**src/rtl/alu_decoder_mc.sv**
```systemverilog
// ALU control decoder with multi-cycle MULT/DIV sequencing: decodes ALUOp/Funct
// into a 4-bit ALU code and stalls the pipeline while the mul/div unit works.
module alu_decoder_mc #(
    parameter int Funct_size = 6,
    parameter int Ctrl_size  = 4,
    parameter int MulLatency = 4,
    parameter int DivLatency = 32,
    parameter int Cnt_size   = 6
) (
    input  logic                  CLK,
    input  logic                  RST,
    input  logic [Funct_size-1:0] Funct,
    input  logic [1:0]            ALUOp,
    input  logic                  InstrValid,
    output logic [Ctrl_size-1:0]  ALUControl,
    output logic                  IllegalFunct,
    output logic                  MDStart,
    output logic                  MDOp,
    output logic                  Stall,
    output logic                  HiLoWrite
);

    localparam logic [Funct_size-1:0] F_ADD  = Funct_size'(6'b100000);
    localparam logic [Funct_size-1:0] F_SUB  = Funct_size'(6'b100010);
    localparam logic [Funct_size-1:0] F_AND  = Funct_size'(6'b100100);
    localparam logic [Funct_size-1:0] F_OR   = Funct_size'(6'b100101);
    localparam logic [Funct_size-1:0] F_NOR  = Funct_size'(6'b100111);
    localparam logic [Funct_size-1:0] F_SLT  = Funct_size'(6'b101010);
    localparam logic [Funct_size-1:0] F_MUL  = Funct_size'(6'b011100);
    localparam logic [Funct_size-1:0] F_MULT = Funct_size'(6'b011000);
    localparam logic [Funct_size-1:0] F_DIV  = Funct_size'(6'b011010);

    localparam logic [Cnt_size-1:0] MUL_INIT = Cnt_size'(MulLatency - 1);
    localparam logic [Cnt_size-1:0] DIV_INIT = Cnt_size'(DivLatency - 1);

    typedef enum logic [1:0] {
        IDLE = 2'd0,
        BUSY = 2'd1,
        DONE = 2'd2
    } state_t;

    state_t              state, state_next;
    logic [Cnt_size-1:0] cnt, cnt_next;
    logic                md_op, md_op_next;
    logic [3:0]          code;
    logic                is_mult, is_div, start;

    assign is_mult = (Funct == F_MULT);
    assign is_div  = (Funct == F_DIV);
    assign start   = (state == IDLE) && InstrValid && (ALUOp == 2'b10) && (is_mult || is_div);

    // Decode is purely combinational and independent of the sequencer and RST.
    always_comb begin
        // NOTE: every output gets a default first, so no path can infer a latch.
        code         = 4'b0010;
        IllegalFunct = 1'b0;
        case (ALUOp)
            2'b01: code = 4'b0100;
            2'b10: begin
                case (Funct)
                    F_ADD:   code = 4'b0010;
                    F_SUB:   code = 4'b0100;
                    F_AND:   code = 4'b0000;
                    F_OR:    code = 4'b0001;
                    F_NOR:   code = 4'b1000;
                    F_SLT:   code = 4'b0110;
                    F_MUL:   code = 4'b0101;
                    F_MULT:  code = 4'b0011;
                    F_DIV:   code = 4'b0111;
                    default: IllegalFunct = InstrValid;
                endcase
            end
            default: code = 4'b0010;
        endcase
    end

    assign ALUControl = Ctrl_size'(code);

    always_comb begin
        state_next = state;
        cnt_next   = cnt;
        md_op_next = md_op;
        MDStart    = 1'b0;
        Stall      = 1'b0;
        HiLoWrite  = 1'b0;
        MDOp       = md_op;
        case (state)
            IDLE: begin
                if (start) begin
                    MDStart    = 1'b1;
                    Stall      = 1'b1;
                    MDOp       = is_div;
                    md_op_next = is_div;
                    cnt_next   = is_div ? DIV_INIT : MUL_INIT;
                    state_next = BUSY;
                end
            end
            BUSY: begin
                Stall = 1'b1;
                if (cnt == '0) state_next = DONE;
                else           cnt_next   = cnt - Cnt_size'(1);
            end
            DONE: begin
                // The stalled MULT/DIV is still on the inputs here; never restart from DONE.
                HiLoWrite  = 1'b1;
                state_next = IDLE;
            end
            default: state_next = IDLE;
        endcase
        if (RST) begin
            MDStart   = 1'b0;
            Stall     = 1'b0;
            HiLoWrite = 1'b0;
        end
    end

    always_ff @(posedge CLK) begin
        // NOTE: non-blocking assignments so each register samples pre-edge values.
        if (RST) begin
            state <= IDLE;
            cnt   <= '0;
            md_op <= 1'b0;
        end else begin
            state <= state_next;
            cnt   <= cnt_next;
            md_op <= md_op_next;
        end
    end

endmodule

```
**config.mk**
```make
export PLATFORM = sky130hd
export DESIGN_NAME = alu_decoder_mc
export DESIGN_NICKNAME = d
export VERILOG_FILES = /design/src/rtl/alu_decoder_mc.sv
export SDC_FILE = /design/constraint.sdc
export NUM_CORES = 1
export LEC_CHECK = 0
export BUFFER_PORTS_ARGS = -buffer_cell sky130_fd_sc_hd__buf_2
export CAP_MARGIN = 20
export CORE_MARGIN = 4
export CORE_UTILIZATION = 40
export CTS_CLUSTER_SIZE = 10
export DETAILED_ROUTE_END_ITERATION = 12
export PLACE_DENSITY_LB_ADDON = 0.08
export SYNTH_ARGS = -nofsm -noshare
export SYNTH_HDL_FRONTEND = slang
export SYNTH_SLANG_ARGS = --single-unit
```
**constraint.sdc**
```tcl
create_clock -name CLK -period 1.6 [get_ports CLK]
set_clock_uncertainty 0.1 [all_clocks]
set_input_delay 0.08 -clock CLK [delete_from_list [all_inputs] [get_ports CLK]]
set_output_delay 0.08 -clock CLK [all_outputs]
set_load 0.03 [all_outputs]
```
[Word-level counts from Yosys, hierarchy flattened]
Cells that the tools add are included.
W data, S select, Z words.
Word-level totals
  flip-flop bits (word level): 9
  latch bits: 0
  RAM bits: 0
  bits in read-only memories: 0
  input port bits: 11
  output and inout bits: 9
  word-level logic and storage cells: 50
  memories: 0
Operators by class
  add/subtract/negate cells: 1
  $mul: 0
  div/mod/pow operators: 0
  $lt $le $gt $ge: 0
  equality and inequality tests: 16
  shifts and indexed selects: 0
  multiplexer cells: 20
  bitwise gates (word level): 0
  reductions and logical operators: 10
Operators with widths (count)
  $eq A6 B6 Y1 const B: 6
  $pmux W4 S8: 1
  $eq A6 B5 Y1 const B: 3
  $mux W6: 2
  $pmux W6 S2: 1
  $mux W1: 10
  $reduce_or A9 Y1: 1
  $pmux W4 S2: 1
  $logic_not A6 Y1: 1
  $ne A2 B2 Y1 const B: 3
  $sub A6 B1 Y6 const B: 1
  $mux W5: 1
  $eq A2 B1 Y1 const B: 2
  $eq A2 B2 Y1 const B: 2
  $mux W2: 2
  $pmux W2 S2: 1
  $logic_and A1 B1 Y1: 3
  $reduce_and A3 Y1: 1
  $logic_not A2 Y1: 1
  $pmux W1 S2: 1
  $reduce_and A2 Y1: 1
  $reduce_bool A2 Y1: 1
  $logic_or A1 B1 Y1: 1

[Logic depth before layout (Yosys ltp)]
  depth in word-level cells: 7
  depth in mapped cells: 6

[Least setup slack after synthesis]
No wires, ideal clock.
  kind: input-to-output
  from: input port Funct[4]
  to: output port ALUControl[3]
  arrival: 1486 ps
  path slack: -66 ps
  stages on the path: 4
  cell sequence: nand2b_1 > nor2_1 > nand2_1 > nor4b_1
Between the ends
  longest elaborated chain between the ends: 3
Ends and longest elaborated chain
  start: declaration: RTL line 12  | input logic [Funct_size-1:0] Funct,
  $eq A6 B5 Y1 or $eq A6 B6 Y1 (tied branches): RTL line 60  | case (Funct)
  $pmux W4 S8 (*): RTL line 60
  $pmux W4 S2 (*): RTL line 57  | case (ALUOp)
  end: declaration: RTL line 15  | output logic [Ctrl_size-1:0] ALUControl,
Mark *: on every way between the ends. The rest lies on a longest branch, timed or not.

[Worst setup path after layout]
  from: register cnt[0]
  to: register cnt[2]
Between the ends
  longest elaborated chain between the ends: 3
Ends and longest elaborated chain
  start: declaration: RTL line 43  | logic [Cnt_size-1:0] cnt, cnt_next;
  start signal: assignment: RTL line 125  | cnt <= cnt_next;
  $sub A6 B1 Y6 or $logic_not A6 Y1 (tied branches): RTL line 101, 100
  $mux W6 or $ne A2 B2 Y1 (tied branches)
  $pmux W6 S2 or $reduce_and A3 Y1 (tied branches)
Several ways; a longest one is shown, not always the timed one. The select of a mux whose other input is x is not followed.
A chain may end at the register's enable or synchronous reset.

==> run metrics <==
CTS root buf=clkbuf_4; largest net degree at the start of global routing=12; initial drt markers=20; Via density=5.73; Slew Viols, Final=0; Worst Tran Pin Value=approximately 0.46 ns; Mapped Avg Cell Area=7.95 µm²; setup TNS=0 ns; Synth Area in Adders=0.0636; relative slew slack=0.692; max-cap viol count=0; diode count=0; most frequent cells in the layout=19 x buf_2, 12 x nor2_1, 10 x a21oi_1, 7 x buf_4; total power after layout=between 500 and 600 µW; H-tree depth=1; ys flop type=dfxtp_1; HPWL after DPL=~1600 µm; multiplexer share of the synthesized area=0.0191; cts bufs inserted=3; CTS tree=done; placed cell area=973 µm²; pre-CTS WS=-0.0943 ns; Syn Std Cell Area=approximately 800 µm²; First-pass DRT Iterations=4; vias in the first global route=763; pwr dens=between 400 and 500 mW/mm²; Post-Syn Nets=around 110; largest family of logic cells by synthesized area=simple AND/OR/NAND/NOR gates; total track usage=0.164; register area share after synthesis=0.229; Compound-Gate Fraction of Synth Area=0.275; Synth Area in Simple Gates=0.375; minimum clock period=between 1.5 and 2 ns; Slowest Stage Delay on Critical Path=~0.34 ns; fillers=173; clk buf depth=2; maximum clock frequency=about 630 MHz; NumNets Final=144; Hold Crit Class=input pin to flop; Chip Height=52.4 µm; Initial Util=0.437; Top delay family on crit path=compound AO/OA/AOI/OAI gates; DRC Markers=0; wl on met1=about 1100 µm; GRT overflow=0; synthesis-stage register bit count=9; final worst slack=0.00846 ns; worst vdd ir=0.000482 V; critical path's slowest cell=dfxtp_2; RSZ-0062 raised after global routing=yes; Via Count=between 800 and 900; Area Growth Syn to Fin=39.7%; DR WL met2=a little under 1000 µm; clk sinks=9; synth warn=0; Port Buffers=19; status=completed; CP max FO=6; max layer used=met4; Post-synth ARST share=0; Wirelength per Cell=around 14 µm; xor/xnor cell area share of the yosys netlist=0; Core Region=about 0.0018 mm²; arrival time of the worst setup path=about 1.6 ns; instance count of the mapped netlist=99; DIE WIDTH=approximately 52 µm; initial antenna violation count=0; clock latency on the worst-skew pair=approximately 0.27 ns; Pleak=roughly 0.44 nW; crit path launch type=flop; crit path capture type=flop; clk slew on worst S/H paths=around 0.070 ns; Fin. Hold Viols=0; Die Area=0.00274 mm²; routed wire length=approximately 2200 µm; Setup CP Type=flop to flop; DR WL met3=130 µm; count of flip-flops with a built-in enable after synthesis=0; worst endpoint required time=about 1.6 ns; GP Congestion=0.901; CP cell instances=inv_2 > ha_4 > and3b_2 > a21o_4 > o311ai_4 > o31ai_2; Buf/Inv on CP=1; commonest non-fill, non-tap cell in the layout=buf_2; num rows=15; final worst-path cycle share=0.995; first-pass GRT wire length=3420 µm; fraction of layout cells with a size suffix above 1=0.453; post-route cell area=about 0.0011 mm²; synth unique cells=43; Setup-failing EPs final=0; I/O pins=20; Post-CTS Setup Repair Bufs=0; ANT nets after route=0
state kept, by name, indices dropped and copies added (netlist names):
name,cells
md_op,1
state,2
cnt,6
cell families (layout without fill, tap and decap cells):
kind of cell / count (synthesis) / after routing
buf+inv: 8 / 37
flops: 9 / 9
mux: 1 / 1
simple gates: 45 / 45
compound gates: 32 / 32
fa+ha+maj: 4 / 4
final cells by class:
class                           count  area (µm²)  area share
Inverter                            7        26.3      0.0239
Timing Repair Buffer               26         148       0.134
Tap cell                           25        31.3      0.0284
Multi-Input combinational cell     82         681       0.619
Clock buffer                        4        26.3      0.0239
Sequential cell                     9         188       0.171
per-layer routing:
metal,vias up,GRT usage
met5,-,0
met4,0,0.0255
met3,3,0.0541
met2,29,0.229
met1,410,0.244
li1,434,-
synthesized netlist by cell type (2+ instances only):
| cell type | n | area share |
|---|---|---|
| nor2_1 | 13 | 0.062 |
| or2b_1 | 2 | 0.019 |
| o31ai_1 | 4 | 0.038 |
| a31oi_1 | 2 | 0.016 |
| dfxtp_1 | 9 | 0.23 |
| o211ai_1 | 2 | 0.019 |
| nand2_1 | 3 | 0.014 |
| nand2b_1 | 2 | 0.016 |
| and3b_1 | 2 | 0.022 |
| a211oi_1 | 2 | 0.019 |
| a21oi_1 | 11 | 0.070 |
| and3_1 | 2 | 0.016 |
| nor3_1 | 3 | 0.019 |
| nand3b_1 | 2 | 0.019 |
| ha_1 | 4 | 0.064 |
| inv_1 | 7 | 0.033 |
| o311ai_0 | 2 | 0.022 |
| nor2b_1 | 2 | 0.016 |
worst paths after layout:
kind | from | to | slack (ns) | cells after the start
setup / recovery | cnt[0]$_SDFFE_PP0P_ | cnt[2]$_SDFFE_PP0P_ | 0.008 | 6
hold / removal | RST | cnt[1]$_SDFFE_PP0P_ | 0.04 | 2
setup reg to reg | cnt[0]$_SDFFE_PP0P_ | cnt[2]$_SDFFE_PP0P_ | 0.008 | 6
hold reg to reg | cnt[5]$_SDFFE_PP0P_ | cnt[5]$_SDFFE_PP0P_ | 0.39 | 2
power by group:
part / total (mW) / switching [mW] / internal (mW)
Sequential: 0.224 / 0.000769 / 0.223
Combinational: 0.101 / 0.0616 / 0.0391
Clock: 0.184 / 0.0872 / 0.0964
stage by stage:
| stage | instances | util | hold slack, ns |
|---|---|---|---|
| final | 153 | 0.610 | 0.0378 |
| after CTS | 153 | 0.564 | 0.0328 |
| after global placement | 149 | 0.540 | 0.299 |
| after detailed placement | 149 | 0.540 | 0.305 |
| after floorplan | 99 | - | 0.191 |
| after global routing | 153 | 0.610 | 0.0490 |
repair_timing:
item                                    CTS  global route
endpoints found under the setup margin    4             7
resized for setup                         6            19
hold buffers                              0             0
pin swaps                                 3             5
(Power assumes the default switching activity.)
